[src/rtl/tx_mode_sequencer.sv]
// Steps the transmit core through a programmed mode table, inserting zero guard samples at
// each mode change. Defining TX_SEQ_LOOP_EN adds a loop_en input for continuous repetition.
module tx_mode_sequencer #(
   parameter int DEPTH     = 8,
   parameter int DW        = 16,
   parameter int GUARD_LEN = 4,
   parameter int SW        = 12
) (
   input  logic                     clock,
   input  logic                     reset,
   input  logic                     cfg_we,
   input  logic [$clog2(DEPTH)-1:0] cfg_addr,
   input  logic [3:0]               cfg_ctrl,
   input  logic [DW-1:0]            cfg_dwell,
   input  logic                     start,
   input  logic                     abort,
`ifdef TX_SEQ_LOOP_EN
   input  logic                     loop_en,
`endif
   output logic                     busy,
   output logic                     done,
   output logic [$clog2(DEPTH)-1:0] entry_idx,
   input  logic                     src_valid,
   output logic                     src_ready,
   input  logic [SW-1:0]            src_value,
   output logic [3:0]               io_ctrl,
   output logic [SW-1:0]            io_in_value
);
   localparam int AW = $clog2(DEPTH);
   localparam int GW = $clog2(GUARD_LEN + 1);

   typedef enum logic [2:0] {
      S_IDLE  = 3'd0,
      S_LOAD  = 3'd1,
      S_GUARD = 3'd2,
      S_RUN   = 3'd3,
      S_DONE  = 3'd4
   } state_t;

   state_t        state_q, state_d;
   logic [3:0]    tbl_ctrl_q  [DEPTH];
   logic [3:0]    tbl_ctrl_d  [DEPTH];
   logic [DW-1:0] tbl_dwell_q [DEPTH];
   logic [DW-1:0] tbl_dwell_d [DEPTH];
   logic [AW-1:0] idx_q, idx_d;
   logic [GW-1:0] guard_q, guard_d;
   logic [DW-1:0] dwell_q, dwell_d;
   logic [3:0]    ctrl_q, ctrl_d;
   logic [SW-1:0] value_q, value_d;
   logic          busy_q, busy_d;
   logic          done_q, done_d;
   logic          loop_s;
   logic          xfer_s;
   logic          last_s;

`ifdef TX_SEQ_LOOP_EN
   assign loop_s = loop_en;
`else
   assign loop_s = 1'b0;
`endif

   // Abort wins over a same-cycle transfer, so ready drops with it
   assign src_ready = (state_q == S_RUN) && !abort;
   assign xfer_s    = src_valid && src_ready;
   assign last_s    = (idx_q == AW'(DEPTH - 1));

   // Table write port, usable in every state
   always_comb begin
      for (int i = 0; i < DEPTH; i++) begin
         tbl_ctrl_d[i]  = (cfg_we && (cfg_addr == AW'(i))) ? cfg_ctrl  : tbl_ctrl_q[i];
         tbl_dwell_d[i] = (cfg_we && (cfg_addr == AW'(i))) ? cfg_dwell : tbl_dwell_q[i];
      end
   end

   // Sequencer next-state and registered output values
   always_comb begin
      state_d = state_q;
      idx_d   = idx_q;
      guard_d = guard_q;
      dwell_d = dwell_q;
      ctrl_d  = ctrl_q;
      value_d = value_q;
      if (abort && (state_q != S_IDLE)) begin
         state_d = S_IDLE;
         value_d = '0;
      end else begin
         case (state_q)
            S_IDLE: begin
               if (start && !abort) begin
                  state_d = S_LOAD;
                  idx_d   = '0;
               end else begin
                  state_d = S_IDLE;
               end
            end
            S_LOAD: begin
               if (tbl_dwell_q[idx_q] == '0) begin
                  // An empty entry 0 always ends the run so looping cannot spin on nothing
                  if (loop_s && (idx_q != '0)) begin
                     state_d = S_LOAD;
                     idx_d   = '0;
                  end else begin
                     state_d = S_DONE;
                  end
               end else begin
                  state_d = S_GUARD;
                  ctrl_d  = tbl_ctrl_q[idx_q];
                  guard_d = GW'(GUARD_LEN);
                  dwell_d = tbl_dwell_q[idx_q];
                  value_d = '0;
               end
            end
            S_GUARD: begin
               if (guard_q <= GW'(1)) begin
                  state_d = S_RUN;
                  guard_d = '0;
               end else begin
                  guard_d = guard_q - GW'(1);
               end
            end
            S_RUN: begin
               if (xfer_s) begin
                  value_d = src_value;
                  dwell_d = dwell_q - DW'(1);
                  if (dwell_q == DW'(1)) begin
                     idx_d   = idx_q + AW'(1);
                     state_d = (last_s && !loop_s) ? S_DONE : S_LOAD;
                  end else begin
                     state_d = S_RUN;
                  end
               end else begin
                  state_d = S_RUN;
               end
            end
            S_DONE: begin
               state_d = S_IDLE;
               value_d = '0;
            end
            default: begin
               state_d = S_IDLE;
               value_d = '0;
            end
         endcase
      end
      busy_d = (state_d != S_IDLE);
      done_d = (state_d == S_DONE);
   end

   // State, table and output registers
   always_ff @(posedge clock) begin
      if (!reset) begin
         state_q     <= S_IDLE;
         tbl_ctrl_q  <= '{default: 4'd0};
         tbl_dwell_q <= '{default: '0};
         idx_q       <= '0;
         guard_q     <= '0;
         dwell_q     <= '0;
         ctrl_q      <= 4'd0;
         value_q     <= '0;
         busy_q      <= 1'b0;
         done_q      <= 1'b0;
      end else begin
         state_q     <= state_d;
         tbl_ctrl_q  <= tbl_ctrl_d;
         tbl_dwell_q <= tbl_dwell_d;
         idx_q       <= idx_d;
         guard_q     <= guard_d;
         dwell_q     <= dwell_d;
         ctrl_q      <= ctrl_d;
         value_q     <= value_d;
         busy_q      <= busy_d;
         done_q      <= done_d;
      end
   end

   assign busy        = busy_q;
   assign done        = done_q;
   assign entry_idx   = idx_q;
   assign io_ctrl     = ctrl_q;
   assign io_in_value = value_q;

endmodule

[config.mk]
export PLATFORM = sky130hd
export DESIGN_NAME = tx_mode_sequencer
export DESIGN_NICKNAME = d
export VERILOG_FILES = /design/src/rtl/tx_mode_sequencer.sv
export SDC_FILE = /design/constraint.sdc
export NUM_CORES = 1
export LEC_CHECK = 0
export CORE_MARGIN = 10
export CORE_UTILIZATION = 35
export CTS_CLUSTER_SIZE = 8
export DETAILED_ROUTE_END_ITERATION = 8
export GPL_TIMING_DRIVEN = 0
export HOLD_SLACK_MARGIN = 0.05
export PLACE_DENSITY = 0.6
export SLEW_MARGIN = 25
export SYNTH_ARGS = -nofsm -noshare
export SYNTH_HDL_FRONTEND = slang
export SYNTH_SLANG_ARGS = --single-unit
[constraint.sdc]
create_clock -name clock -period 4.05 [get_ports clock]
set_input_delay 0.405 -clock clock [delete_from_list [all_inputs] [get_ports clock]]
set_output_delay 0.405 -clock clock [all_outputs]
set_load 0.05 [all_outputs]
==> key figures, run 1 <==
Logic synthesis
  • Most numerous cell in the Yosys netlist: nand2_1
  • Post-synthesis adder-cell area fraction: 0.676%
  • Simple-gate portion of the synthesized area: 21.4%
  • Number of flops mapped to enable cells by yosys: 0
  • Post-synthesis instance total: 1,125
  • Mean instance size in the synthesized netlist: 8.22 um^2
  • Yosys reg bits: 203
  • Share of synthesized area occupied by flip-flops and latches: 43.9%
  • Most used standard cells in the synthesized netlist: nand2_1 (374), dfxtp_1 (203), a21oi_1 (193)
  • Post-synthesis mux area share: 14.0%
  • Top_reg_cell synth: dfxtp_1
  • Warning count from the yosys run: 0
  • Xor-xnor portion of the synthesized cell area: 0%
  • Distinct cells, synth: 51
  • Biggest area consumer among synthesized cells: dfxtp_1
  • Dominant combinational cell family by area after synthesis: simple AND/OR/NAND/NOR gates
  • Async set-or-reset flop fraction in the synthesized netlist: 0%
  • Synth area leaders: dfxtp_1 (44%), nand2_1 (15%), a21oi_1 (10%)
  • Proportion of netlist area held by the largest area contributor: 43.9%
  • Netlist Area Pre-Place: 9250 um^2
  • Number of nets in the synthesized netlist: 1,171
  • Fraction of the mapped netlist area in compound gates: 14.4%

Routing
  • Antenna-violating nets left: 0
  • Via density per instance: 5.44
  • Routed len/inst: 19.3 um
  • Iteration-0 DRC count of the detailed router: 732
  • Number of vias after detailed routing: 8,336
  • Remaining DRCs: 0
  • Initial DRT Pass Iterations: 5
  • Post-Route WL: 29,600 um

Power
  • Share of total power in the clock network: 47.2%
  • Worst voltage drop across the vdd grid: 266 uV
  • Power density over cell area: 419 nW/um^2
  • Switching Share: 24.3%
  • Switching pwr: 1110 uW
  • Cell internal pwr: 3450 uW
  • Portion of total power attributed to combinational logic: 7.6%
  • Static leakage: 0.00362 uW
  • Sequential share of power: 45.2%

Floorplan
  • Number of placement rows: 59
  • Placeable core area: 26,100 um^2
  • Top-level port count: 63
  • Area of the die: 33,300 um^2
  • Floorplan die height: 183 um
  • Die Width: 183 um
  • Initial Util: 35.5%

STA
  • Finish-stage setup viols: 0
  • Worst setup slack after layout: 0.224 ns
  • Final critical-path share of the clock period: 94.5%
  • Endpoints failing hold: 0
  • Worst setup skew after layout: 0.00976 ns
  • Headroom to the max-slew limit: 42.6%
  • Count of final max-slew check failures: 0
  • Fin crit period: 3.83 ns
  • Slew @ Worst Pin: 0.862 ns
  • Peak Freq: 261 MHz
  • RSZ-0062 raised after global routing: false

Setup path
  • Startpoint type of the worst setup path: register
  • Arrival @ worst endpoint: 4.23 ns
  • RR Startpoint: entry_idx[1]
  • CP Launch Point: entry_idx[1]
  • Required time reported for the critical path endpoint: 4.45 ns
  • R2r setup slk: 0.22 ns
  • Critical path endpoint category: register
  • Crit path max fanout: 10
  • Kind of critical path: reg -> reg

Finish
  • Final core occ: 41.7%
  • Register area: 4060 um^2
  • Fill cells: 2,622
  • Area of combinational cells with multiple inputs: 4680 um^2
  • Share of final-layout standard cells stronger than drive strength 1: 9.52%
  • Diode insertion count for antenna repair: 0
  • Layout Nets: 1,242
  • Area growth syn-to-layout: 17.5%

GRT
  • Total GRT Usage: 17.1%
  • Initial antenna violation count: 0
  • Maximum number of pins on one net before global-route repair: 16
  • Grt total ovfl: 0
  • Via count of the first global-routing pass: 8,073
  • Global-route wire length before repair: 46,100 um

Outcome
  • Run status: finished, final reports clean

Placed design
  • Worst slack at placement: -0.161 ns
  • Routability congestion estimate from global placement: 0.869
  • Dpl hpwl: 20,200 um
  • Port Buffer Count: 40

CTS
  • Total setup buffers inserted after CTS: 0
  • Clock tree from TritonCTS: done
  • Maximum level of the CTS H-tree: 1
  • Root buffer cell: clkbuf_16
  • Clock Sink Count: 203
  • Clock Pin Slew Worst Setup and Hold Paths: 0.05 ns
  • Maximum count of clock buffers along a single path: 3
  • Source-to-sink clock delay at the later pin of the worst-skew pair: 0.54 ns
  • Total clock buffers created by CTS: 29

Flow run
  • Number of max-cap violations: 0

Hold path
  • Worst min path class: in -> reg
  • Hold Startpoint: cfg_ctrl[0]
-- area by class of cell --
class / count / area share [%]
plain buffers: 108 / 4.54
clock buffers: 32 / 6.97
clock inverters: 1 / 0.184
inverters: 9 / 0.311
multi-input cells: 805 / 43.1
flip-flops and latches: 203 / 37.4
well taps: 335 / 3.86
repair buffers: 40 / 3.68
-- power groups by stage --
stage                     clock network, uW  registers (uW)  logic, uW
after floorplan                           0            2100        217
after global placement                    0            2100        339
after detailed placement                  0            2100        341
after CTS                              2180            2060        343
after global routing                   2250            2060        377
final                                  2150            2060        346
-- repair_timing --
action                     in CTS  in global routing
cloned                          0                  0
resized for setup               2                  5
hold buffers                    0                  0
setup endpoints to repair      28                 13
-- layout by cell type (no fill, tap or decap), drive strengths merged, types with 5 or more instances in the layout --
master / netlist / routed
inv: 9 / 10
nor2: 32 / 32
mux2i: 26 / 26
clkdlybuf4s50: 0 / 40
clkbuf: 87 / 121
a21oi: 193 / 193
mux2: 8 / 8
mux4: 40 / 40
nand3: 20 / 20
o22ai: 12 / 12
nor3b: 5 / 5
buf: 21 / 19
nand2: 374 / 374
ha: 5 / 5
o21ai: 13 / 13
dfxtp: 203 / 203
nor3: 14 / 14
nand2b: 6 / 6
-- logic make-up after synthesis --
| group | after synthesis |
|---|---|
| compound gates | 246 |
| mux | 74 |
| buf+inv | 117 |
| flops | 203 |
| simple gates | 480 |
| fa+ha+maj | 5 |
-- final timing paths --
check,to,cells past startpoint
max reg2reg,dwell_q[12],13
min,tbl_ctrl_q[24],3
min reg2reg,tbl_dwell_q[123],2
max,dwell_q[12],13
-- critical path: stages (launching register included) --
cell and delay (ns):
dfxtp_1 0.41, buf_2 0.24, buf_2 0.33, buf_4 0.30, buf_4 0.27, buf_4 0.29
mux4_2 0.38, mux2i_1 0.25, nand4_1 0.22, nor4_2 0.26, buf_4 0.24, a211o_2 0.21
buf_4 0.20, o32ai_1 0.09
-- state kept, by name, indices dropped and copies added (netlist names) --
register and count:
dwell_q 16, guard_q 3, tbl_dwell_q 128, state_q 3
busy 1, io_ctrl 4, io_in_value 12, entry_idx 3
done 1, tbl_ctrl_q 32
-- through the flow --
| step | hold WS [ns] | std cells | setup TNS (ns) | area (um^2) | total power [uW] |
|---|---|---|---|---|---|
| 2_1_floorplan | 0.432 | 1125 | 0 | 9250 | 2320 |
| 3_3_place_gp | 0.439 | 1500 | -1.68 | 10100 | 2440 |
| 3_5_place_dp | 0.443 | 1500 | -1.82 | 10100 | 2440 |
| 4_1_cts | 0.186 | 1533 | 0 | 10900 | 4580 |
| 5_1_grt | 0.211 | 1533 | 0 | 10900 | 4690 |
| 6_report | 0.201 | 1533 | 0 | 10900 | 4550 |
-- metal layers --
layer	GRT usage, %	up-vias	part of all wire, %
met2	28.5	271	46
met5	0	-	0
met1	22.6	4033	45
met3	3.07	41	6.5
met4	4.04	0	1.7
li1	-	3991	-
(Power assumes the default switching activity.)
==> run 2, diff against run 1 <==
--- a/config.mk
+++ b/config.mk
@@ -5,14 +5,12 @@
 export SDC_FILE = /design/constraint.sdc
 export NUM_CORES = 1
 export LEC_CHECK = 0
-export CORE_MARGIN = 10
 export CORE_UTILIZATION = 35
 export CTS_CLUSTER_SIZE = 8
 export DETAILED_ROUTE_END_ITERATION = 8
 export GPL_TIMING_DRIVEN = 0
 export HOLD_SLACK_MARGIN = 0.05
 export PLACE_DENSITY = 0.6
-export SLEW_MARGIN = 25
 export SYNTH_ARGS = -nofsm -noshare
 export SYNTH_HDL_FRONTEND = slang
 export SYNTH_SLANG_ARGS = --single-unit
==> run 2 against run 1 <==
Effect of this change:
- die area shrank 19%
- global-route usage grew 4.5 points
- clock power is essentially flat
- hold slack lost 0.0021 ns
- non-clock buffer count is the same
- combinational power is essentially flat
- sequential cell count is the same
- clock skew shrank 0.0019 ns
==> key figures, run 2 (synthesis results as in run 1) <==
Outcome
  • Run status: finished, final reports clean

Finish
  • Post-Layout Cell Count: 1,533 (unchanged)
  • Most flop-heavy register: tbl_dwell_q
  • Diode insertion count for antenna repair: 0 (unchanged)
  • Fill cells: 2,639 (+0.65%)
  • Area growth syn-to-layout: 17.4% (about the same)
  • Registers with the most flip-flops: tbl_dwell_q: 128 flops, tbl_ctrl_q: 32 flops, dwell_q: 16 flops
  • Final core occ: 41.8% (+0.085 points)
  • Flip-flop count of the largest register after layout: 128 (unchanged)
  • Most frequent standard cell in the layout excluding fill and tap cells: nand2_1
  • Share of final-layout standard cells stronger than drive strength 1: 9.35% (-0.17 points)
  • Layout Nets: 1,242 (unchanged)
  • Commonest cells after routing, fill and taps aside: nand2_1 (374), dfxtp_1 (203), a21oi_1 (193), clkbuf_1 (68), clkdlybuf4s50_1 (40)

STA
  • Count of final max-slew check failures: 0 (unchanged)
  • Worst hold slack: 0.199 ns (-0.00213 ns)
  • RSZ-0062 raised after global routing: false
  • Slew @ Worst Pin: 1.13 ns (+0.265 ns)
  • Worst setup skew after layout: 0.00784 ns (-0.00192 ns)
  • Peak Freq: 261 MHz (about the same)
  • Endpoints failing hold: 0 (unchanged)
  • Final critical-path share of the clock period: 94.5% (about the same)
  • Headroom to the max-slew limit: 24.7% (-18 points)
  • Finish-stage setup viols: 0 (unchanged)
  • Fin crit period: 3.83 ns (+0.00103 ns)
  • Setup total negative slack: 0 ns (unchanged)

GRT
  • Via count of the first global-routing pass: 7,827 (-3.0%)
  • Total GRT Usage: 21.7% (+4.5 points)
  • Grt total ovfl: 0 (unchanged)
  • Global-route wire length before repair: 45,000 um (-2.4%)
  • Maximum number of pins on one net before global-route repair: 16 (unchanged)
  • Initial antenna violation count: 1 (+1)

CTS
  • Total setup buffers inserted after CTS: 0 (unchanged)
  • Clock Sink Count: 203 (unchanged)
  • Maximum level of the CTS H-tree: 1 (unchanged)
  • Total clock buffers created by CTS: 29 (unchanged)
  • Maximum count of clock buffers along a single path: 3 (unchanged)
  • Root buffer cell: clkbuf_16
  • Clock tree from TritonCTS: done
  • Source-to-sink clock delay at the later pin of the worst-skew pair: 0.54 ns (about the same)
  • Count of hold-fix buffers inserted at cts: 0 (unchanged)
  • Clock Pin Slew Worst Setup and Hold Paths: 0.05 ns (about the same)

Floorplan
  • Initial Util: 35.6% (+0.10 points)
  • Number of placement rows: 59 (unchanged)
  • Floorplan die height: 165 um (-9.9%)
  • Placeable core area: 26,000 um^2 (-0.28%)
  • Top-level port count: 63 (unchanged)
  • Die Width: 165 um (-9.9%)
  • Area of the die: 27,100 um^2 (-19%)

Setup path
  • Cells on worst reg2reg path: 13 (unchanged)
  • Crit path max fanout: 10 (unchanged)
  • Critical path endpoint category: register
  • Kind of critical path: reg -> reg
  • Slowest stage cell on the critical path: mux4_2
  • Chain of cells forming the critical path: buf_2 > clkbuf_4 > buf_4 > clkbuf_4 > buf_4 > mux4_2 > mux2i_1 > nand4_1 > nor4_2 > buf_4 > a211o_2 > buf_4 > o32ai_1
  • Most prevalent standard cell on the critical path: buf_4
  • Endpoint of the worst-slack reg-to-reg timing path: dwell_q[12]
  • Startpoint type of the worst setup path: register
  • RR Startpoint: entry_idx[1]
  • Required time reported for the critical path endpoint: 4.46 ns (about the same)
  • CP Launch Point: entry_idx[1]
  • Arrival @ worst endpoint: 4.23 ns (about the same)
  • R2r setup slk: 0.22 ns (about the same)
  • Delay of the slowest cell on the worst path: 0.39 ns (-0.02 ns)
  • End of the critical path: dwell_q[12]

Routing
  • Iteration-0 DRC count of the detailed router: 801 (+9.4%)
  • Post-Route WL: 29,100 um (-1.5%)
  • Remaining DRCs: 0 (unchanged)
  • Routed len/inst: 19.0 um (-1.5%)
  • Via density per instance: 5.39 (-0.79%)
  • Initial DRT Pass Iterations: 5 (unchanged)
  • Antenna-violating nets left: 0 (unchanged)
  • Number of vias after detailed routing: 8,270 (-0.79%)

Placed design
  • Dpl hpwl: 19,900 um (-1.6%)
  • Port Buffer Count: 40 (unchanged)
  • Cell count after placement: 1,500 (unchanged)
  • Routability congestion estimate from global placement: 0.876 (+0.75%)

Power
  • Power density over cell area: 419 nW/um^2 (about the same)
  • Static leakage: 0.00362 uW (about the same)
  • Worst voltage drop across the vdd grid: 334 uV (+25%)
  • Design Power: 4550 uW (-0.11%)

Flow run
  • Number of max-cap violations: 0 (unchanged)

Hold path
  • Worst min path class: in -> reg
-- run 2: per-layer routing --
layer / track usage, % / share of wire (%) / vias up
met4: 5.05 / 1.8 / 2
met5: 0 / 0.065 / -
met1: 29.4 / 44 / 3961
li1: - / - / 3985
met3: 3.47 / 7.1 / 36
met2: 36.0 / 47 / 286
-- run 2: layout make-up --
type | instances | area (um^2) | area share (%)
inverters | 9 | 33.8 | 0.311
multi-input cells | 805 | 4670 | 43.0
clock inverters | 1 | 20.0 | 0.184
repair buffers | 40 | 400 | 3.69
clock buffers | 32 | 757 | 6.97
flip-flops and latches | 203 | 4060 | 37.4
well taps | 335 | 419 | 3.86
plain buffers | 108 | 495 | 4.56
-- run 2: power breakdown --
part,internal [uW],switching [uW],total (uW)
Combinational,112,233,345
Sequential,2040,18.9,2060
Clock,1290,851,2140
-- run 2: worst max-delay path: cells and delay by family, from the launching register on --
family	cells	cell delay, ns
and+or+nand+nor	2	0.48
AOI/OAI and AO/OA	2	0.30
muxes	2	0.65
DFF	1	0.38
buffers and inverters	7	1.87
-- run 2: what timing repair did --
action | in CTS | in global routing
resized for setup | 2 | 5
endpoints found under the setup margin | 32 | 18
endpoints found under the hold margin | 0 | 0
pin swaps | 0 | 0
-- run 2: worst min path at each step --
stage | cells after the start | startpoint | end | slack, ns
after floorplan | 2 | tbl_dwell_q[101] | tbl_dwell_q[101] | 0.43
after global placement | 2 | tbl_dwell_q[80] | tbl_dwell_q[80] | 0.44
after detailed placement | 2 | tbl_dwell_q[96] | tbl_dwell_q[96] | 0.44
after CTS | 3 | cfg_dwell[15] | tbl_dwell_q[15] | 0.18
after global routing | 3 | cfg_ctrl[0] | tbl_ctrl_q[12] | 0.19
final | 3 | cfg_dwell[15] | tbl_dwell_q[15] | 0.20
-- run 2: through the flow --
step | setup WS, ns | area (um^2)
global route | 0.0103 | 10900
floorplan | 0.708 | 9250
global placement | -0.192 | 10100
CTS | 0.0512 | 10800
detailed placement | -0.193 | 10100
finish | 0.223 | 10900
